`config.mk`:
```
export PLATFORM = sky130hd
export DESIGN_NAME = gpu_noc_interface
export DESIGN_NICKNAME = d
export VERILOG_FILES = /design/src/rtl/noc_pkg.sv /design/src/rtl/sync_fifo.sv /design/src/rtl/gpu_noc_interface.sv
export SDC_FILE = /design/constraint.sdc
export NUM_CORES = 1
export LEC_CHECK = 0
export CAP_MARGIN = 25
export CORE_MARGIN = 3
export CORE_UTILIZATION = 51
export CTS_CLUSTER_DIAMETER = 50
export CTS_CLUSTER_SIZE = 40
export DETAILED_ROUTE_END_ITERATION = 16
export PLACE_DENSITY_LB_ADDON = 0.05
export SLEW_MARGIN = 20
export SYNTH_ARGS = -nofsm -noshare
export SYNTH_HDL_FRONTEND = slang
export SYNTH_SLANG_ARGS = --single-unit
```
`constraint.sdc`:
```
create_clock -name clk -period 10.2 [get_ports clk]
set_input_delay 2.55 -clock clk [delete_from_list [all_inputs] [get_ports clk]]
set_output_delay 2.55 -clock clk [all_outputs]
set_load 0.01 [all_outputs]
```
`src/rtl/noc_pkg.sv`:
```
// Shared address layout, TX sequencer state encoding and counter widths for
// the GPU network interface.
package noc_pkg;
  localparam int ADDR_W     = 6;
  localparam int GROUP_MSB  = 5;
  localparam int GROUP_LSB  = 2;
  localparam int LOCAL_MSB  = 1;
  localparam int LOCAL_LSB  = 0;
  localparam int DROP_CNT_W = 8;

  typedef enum logic [1:0] {
    IDLE = 2'd0,
    SEND = 2'd1,
    GAP  = 2'd2,
    LOOP = 2'd3
  } tx_state_t;

  function automatic logic [ADDR_W-1:0] make_addr(input logic [3:0] group_id,
                                                  input logic [1:0] local_id);
    logic [ADDR_W-1:0] addr;
    addr = '0;
    addr[GROUP_MSB:GROUP_LSB] = group_id;
    addr[LOCAL_MSB:LOCAL_LSB] = local_id;
    return addr;
  endfunction
endpackage

```
`src/rtl/sync_fifo.sv`:
```
// First-word fall-through synchronous FIFO; an extra wrap bit on each pointer
// separates full from empty. A push while full is taken only alongside a pop.
module sync_fifo
  import noc_pkg::*;
#(
  parameter int WIDTH = 8,
  parameter int DEPTH = 8
) (
  input  logic             clk,
  input  logic             reset,
  input  logic             push,
  input  logic [WIDTH-1:0] push_data,
  input  logic             pop,
  output logic [WIDTH-1:0] pop_data,
  output logic             full,
  output logic             empty
);
  localparam int AW = $clog2(DEPTH);

  logic [WIDTH-1:0] mem [DEPTH];
  logic [AW:0]      wr_ptr_reg;
  logic [AW:0]      rd_ptr_reg;
  logic             do_push;
  logic             do_pop;

  assign do_pop  = pop & ~empty;
  assign do_push = push & (~full | do_pop);

  always_ff @(posedge clk or negedge reset) begin
    if (!reset) begin
      wr_ptr_reg <= '0;
      rd_ptr_reg <= '0;
    end else begin
      if (do_push) wr_ptr_reg <= wr_ptr_reg + 1'b1;
      if (do_pop)  rd_ptr_reg <= rd_ptr_reg + 1'b1;
    end
  end

  always_ff @(posedge clk) begin
    if (do_push) mem[wr_ptr_reg[AW-1:0]] <= push_data;
  end

  assign pop_data = mem[rd_ptr_reg[AW-1:0]];
  assign empty    = (wr_ptr_reg == rd_ptr_reg);
  assign full     = (wr_ptr_reg[AW] != rd_ptr_reg[AW]) &&
                    (wr_ptr_reg[AW-1:0] == rd_ptr_reg[AW-1:0]);
endmodule

```
`src/rtl/gpu_noc_interface.sv`:
```
// GPU-side network interface: paced injection into the leaf router (which has
// no ready), local loopback of self-addressed flits, and a dropping RX FIFO.
module gpu_noc_interface
  import noc_pkg::*;
#(
  parameter int         DWIDTH     = 16,
  parameter int         FIFO_DEPTH = 8,
  parameter logic [3:0] GROUP_ID   = 4'b0111,
  parameter logic [1:0] LOCAL_ID   = 2'd2,
  parameter int         INJECT_GAP = 1
) (
  input  logic                  clk,
  input  logic                  reset,
  input  logic [DWIDTH-1:0]     core_tx_data,
  input  logic [ADDR_W-1:0]     core_tx_dest,
  input  logic                  core_tx_valid,
  output logic                  core_tx_ready,
  output logic [DWIDTH-1:0]     core_rx_data,
  output logic                  core_rx_valid,
  input  logic                  core_rx_ready,
  output logic [DWIDTH-1:0]     net_out_data,
  output logic                  net_out_valid,
  output logic [ADDR_W-1:0]     net_out_dest,
  input  logic [DWIDTH-1:0]     net_in_data,
  input  logic                  net_in_valid,
  input  logic                  net_busy,
  output logic                  tx_fifo_full,
  output logic                  tx_fifo_empty,
  output logic                  rx_fifo_full,
  output logic                  rx_fifo_empty,
  output logic [DROP_CNT_W-1:0] rx_drop_count,
  output logic [1:0]            tx_state
);
  localparam logic [ADDR_W-1:0] SELF_ADDR = make_addr(GROUP_ID, LOCAL_ID);
  localparam int TXW      = DWIDTH + ADDR_W;
  localparam int GAP_W    = $clog2(INJECT_GAP + 1) + 1;
  localparam int GAP_LAST = (INJECT_GAP > 0) ? INJECT_GAP - 1 : 0;

  tx_state_t            state_reg, state_next;
  logic [GAP_W-1:0]     gap_reg, gap_next;
  logic                 net_out_valid_reg;
  logic [DWIDTH-1:0]    net_out_data_reg;
  logic [ADDR_W-1:0]    net_out_dest_reg;
  logic [DROP_CNT_W-1:0] drop_cnt_reg;

  logic [TXW-1:0]    tx_head;
  logic [ADDR_W-1:0] head_dest;
  logic [DWIDTH-1:0] head_data;
  logic              tx_push, tx_pop, load;
  logic              core_pop, net_push, loop_push, rx_push, drop;
  logic [DWIDTH-1:0] rx_push_data;

  assign core_tx_ready = reset & ~tx_fifo_full;
  assign tx_push       = core_tx_valid & core_tx_ready;
  assign head_dest     = tx_head[TXW-1:DWIDTH];
  assign head_data     = tx_head[DWIDTH-1:0];

  sync_fifo #(.WIDTH(TXW), .DEPTH(FIFO_DEPTH)) u_tx_fifo (
    .clk       (clk),
    .reset     (reset),
    .push      (tx_push),
    .push_data ({core_tx_dest, core_tx_data}),
    .pop       (tx_pop),
    .pop_data  (tx_head),
    .full      (tx_fifo_full),
    .empty     (tx_fifo_empty)
  );

  // Network flits win the RX write port; loopback waits rather than drops.
  assign core_rx_valid = ~rx_fifo_empty;
  assign core_pop      = core_rx_valid & core_rx_ready;
  assign net_push      = net_in_valid & (~rx_fifo_full | core_pop);
  assign loop_push     = (state_reg == LOOP) & ~rx_fifo_full & ~net_in_valid;
  assign rx_push       = net_push | loop_push;
  assign rx_push_data  = net_in_valid ? net_in_data : head_data;
  assign drop          = net_in_valid & rx_fifo_full & ~core_pop;

  sync_fifo #(.WIDTH(DWIDTH), .DEPTH(FIFO_DEPTH)) u_rx_fifo (
    .clk       (clk),
    .reset     (reset),
    .push      (rx_push),
    .push_data (rx_push_data),
    .pop       (core_pop),
    .pop_data  (core_rx_data),
    .full      (rx_fifo_full),
    .empty     (rx_fifo_empty)
  );

  always_comb begin
    state_next = state_reg;
    gap_next   = gap_reg;
    tx_pop     = 1'b0;
    load       = 1'b0;
    case (state_reg)
      IDLE: begin
        if (!tx_fifo_empty && !net_busy) begin
          if (head_dest == SELF_ADDR) begin
            state_next = LOOP;
          end else begin
            tx_pop     = 1'b1;
            load       = 1'b1;
            state_next = SEND;
          end
        end
      end
      SEND: begin
        gap_next   = '0;
        state_next = (INJECT_GAP > 0) ? GAP : IDLE;
      end
      GAP: begin
        if (gap_reg == GAP_W'(GAP_LAST)) state_next = IDLE;
        else                             gap_next   = gap_reg + 1'b1;
      end
      LOOP: begin
        if (loop_push) begin
          tx_pop     = 1'b1;
          state_next = IDLE;
        end
      end
      default: state_next = IDLE;
    endcase
  end

  always_ff @(posedge clk or negedge reset) begin
    if (!reset) begin
      state_reg         <= IDLE;
      gap_reg           <= '0;
      net_out_valid_reg <= 1'b0;
      net_out_data_reg  <= '0;
      net_out_dest_reg  <= '0;
      drop_cnt_reg      <= '0;
    end else begin
      state_reg         <= state_next;
      gap_reg           <= gap_next;
      net_out_valid_reg <= load;
      if (load) begin
        net_out_data_reg <= head_data;
        net_out_dest_reg <= head_dest;
      end
      if (drop && (drop_cnt_reg != '1)) drop_cnt_reg <= drop_cnt_reg + 1'b1;
    end
  end

  assign net_out_valid = net_out_valid_reg;
  assign net_out_data  = net_out_data_reg;
  assign net_out_dest  = net_out_dest_reg;
  assign rx_drop_count = drop_cnt_reg;
  assign tx_state      = state_reg;
endmodule

```
==> summary.txt <==
Layout
  – Finished Cell Area: 16560 um^2
  – Fin nets: 847
  – Largest register FFs: 176
  – Diodes inserted: 0
  – Layout cells sized above 1: 29.04%
  – Area delta synth->final: 18.24%

GRT
  – Gr usage total: 18.41%
  – Pin count of the biggest net entering global routing: 54
  – Antenna violations before repair: 0
  – First-pass GRT wire length: 40.93 mm
  – Number of global-route vias before repair: 6957
  – GRT overflow: 0

Power and ir drop
  – Worst vdd ir: 0.1655 mV
  – PwrDens: slightly below 300 nW/um^2
  – LEAKAGE: 5.549 nW

Timing
  – Fin Setup TNS: 0 ns
  – Final hold violation count: 0
  – Unrepaired setup endpoints after global routing: false
  – Fin crit period: 6.478 ns
  – Slew headroom: around a third
  – Setup violators final: 0
  – Fmax: 154.4 MHz
  – Slew Limit Fails: 0
  – Measured slew at the worst slew-check pin: between 1 and 1.5 ns
  – Crit share post-route: a little under two thirds
  – Skew final: about 0.013 ns

Place
  – GP Congestion: between 0.7 and 0.8
  – Hpwl dp: ~16 mm
  – Cell Area, Placed: 15470 um^2
  – Buffers on Ports: a little under 100

Critical path
  – Crit path max fanout: 53
  – Reg2Reg Depth: 8
  – Worst r2r src: u_tx_fifo.rd_ptr_reg[0]$_DFFE_PN0P_
  – Crit Path Class: in2out
  – Worst setup EP type: output port
  – Crit path arrival time: 3.93 ns
  – Worst Setup SP: reset
  – Startpoint types: primary input
  – Data required, critical path: between 7 and 8 ns

Clock tree
  – Num CTS Buffers: 30
  – Worst-path clk slew: around 0.08 ns
  – Clock latency on the worst-skew pair: roughly 0.57 ns
  – Clock sinks: 355
  – Post-cts resize count: 0
  – Post-CTS Setup Inserts: 0
  – Htree depth: 1
  – Hold-fix buffers, CTS: 0
  – Clk root buf: clkbuf_16
  – CTS tree: built
  – Max clock buf depth: 3

Detailed routing
  – Final ANT Viol Nets: 0
  – Drt initial violations: roughly 440
  – Post-route DRC: 0
  – Total iterations of the first detailed-routing run: 5
  – Vias per inst: 5.647
  – Routed via count: 6534
  – Drt wl/cell: between 20 and 25 um
  – Post-detailed-routing wire length: 26.44 mm

Synthesis
  – Sequential share of the synthesized area: 74.30%
  – Complex-gate fraction of the synthesized area: 0.8219%
  – Xor and xnor fraction of the mapped netlist area: 1.751%
  – Largest family of logic cells by synthesized area: multiplexers
  – Synth top area share: 65.18%
  – Cell Area, Synth: 14000 um^2
  – Synth cell types: 35
  – Proportion of synthesized area in mux cells: 18.08%
  – Simple logic cell fraction of the synthesized area: roughly 2.7%
  – Seq cells post-synth: between 300 and 400
  – Synth Instances: 681
  – Fraction of the mapped netlist area in adder cells: less than 1%
  – Largest cells by area after synthesis: edfxtp_1, mux4_2, dfrtp_1
  – Biggest area consumer among synthesized cells: edfxtp_1
  – Synth Warn #: 0
  – Synthesized area per cell: 20.56 um^2
  – Post-Syn Nets: ~740

Floorplanning
  – Vert. Die Dim: 171.7 um
  – Die width: 171.7 um
  – Core area: roughly 27000 um^2
  – Starting density of the core: 51.96%
  – # IOs: 99
  – Die area: 29480 um^2
  – FP Rows: 60

Status
  – Outcome: completed

Worst hold path
  – Hold Path Depth: 2
  – Worst hold path type: reg2reg
  – Hold_sp: net_out_dest[1]$_DFFE_PN0N_

Run
  – Maxcap violations: 0
==> where the power goes <==
| group | leakage, nW | internal [mW] | switching [mW] |
|---|---|---|---|
| sequential | 3.38 | 1.89 | 0.179 |
| clock | 0.513 | 0.626 | 0.569 |
| combinational | 1.66 | 0.806 | 0.716 |
| total | 5.55 | 3.32 | 1.46 |
==> cells in the mapped netlist <==
cell and n:
and3_1 4, buf_1 10, and4b_1 1, mux2i_1 4
inv_1 10, xnor2_1 17, nand4b_1 1, or4b_4 1
dfrtp_1 51, mux2_2 68, nand4_1 5, ha_1 11
nand2_1 23, xor2_1 11, buf_4 3, nor2b_1 5
o21ai_1 1, edfxtp_1 304, nand3b_1 1, a211oi_1 1
mux2_4 1, nand2b_1 6, nand3_1 2, a21oi_2 1
mux4_2 76, o21ai_0 11, a21oi_1 6, buf_6 1
and2_1 2, buf_2 6, clkbuf_1 14, nor3_1 5
o31a_1 1, nor2_1 13, nor3b_1 4
==> layout by cell type, fill, tap and decap left out, types with 13 or more instances in the layout <==
master	synthesis	layout
buf_4	3	13
clkbuf_16	0	30
clkdlybuf4s50_1	0	97
dfrtp_1	51	47
edfxtp_1	304	304
mux2_2	68	68
mux4_2	76	76
nand2_1	23	23
xnor2_1	17	17
==> worst max-delay path, stage by stage <==
cell,delay [ns]
buf_2,0.08
buf_4,0.54
and2_1,0.22
clkdlybuf4s50_1,0.53
==> cells by family (layout without fill, tap and decap cells) <==
family	after synthesis	in the layout
flip-flops	355	355
multiplexers	149	149
AND/OR/NAND/NOR	73	73
buffers and inverters	44	179
XOR/XNOR	28	28
AO/OA/AOI/OAI	21	21
adder cells (fa/ha/maj)	11	11
==> final timing paths <==
check	to	slack, ns
worst max-delay path	core_tx_ready	3.72
worst min-delay path	net_out_dest[1]$_DFFE_PN0N_	0.49
worst max register to register	net_out_data[7]$_DFFE_PN0N_	6.40
worst min register to register	net_out_dest[1]$_DFFE_PN0N_	0.49
max in group asynchronous	u_tx_fifo.rd_ptr_reg[1]$_DFFE_PN0P_	7.59
min in group asynchronous	net_out_dest[4]$_DFFE_PN0N_	2.10
==> final cells by class <==
type                       count  area (um^2)
sequential                   355        10410
fill                        1892        10390
multi-input combinational    282         3518
timing repair buffer         113         1100
clock buffer                  31        754.5
tap                          341        426.7
clock inverter                25        312.8
inverter                      10        37.54
==> per-stage QoR <==
step / hold slack (ns) / worst slack (ns) / power [mW] / util [%] / std cells
6_report: 0.4853 / 3.722 / 4.788 / 61.44 / 1157
4_1_cts: 0.4897 / 3.664 / 4.849 / 61.35 / 1155
3_3_place_gp: 0.4688 / 3.699 / 3.598 / 57.39 / 1099
2_1_floorplan: 0.4604 / 4.954 / 3.042 / - / 681
3_5_place_dp: 0.4729 / 3.665 / 3.650 / 57.39 / 1099
5_1_grt: 0.5082 / 3.572 / 5.041 / 61.44 / 1157
==> routing by layer <==
layer | vias to the layer above | track usage (%) | part of all wire [%]
met4 | 0 | 4.269 | 2.2
met5 | - | 0 | 0
met1 | 3418 | 24.89 | 41
li1 | 2954 | - | -
met3 | 36 | 2.390 | 3.8
met2 | 126 | 32.35 | 53
Note: power is estimated with default switching activity, not from simulation.
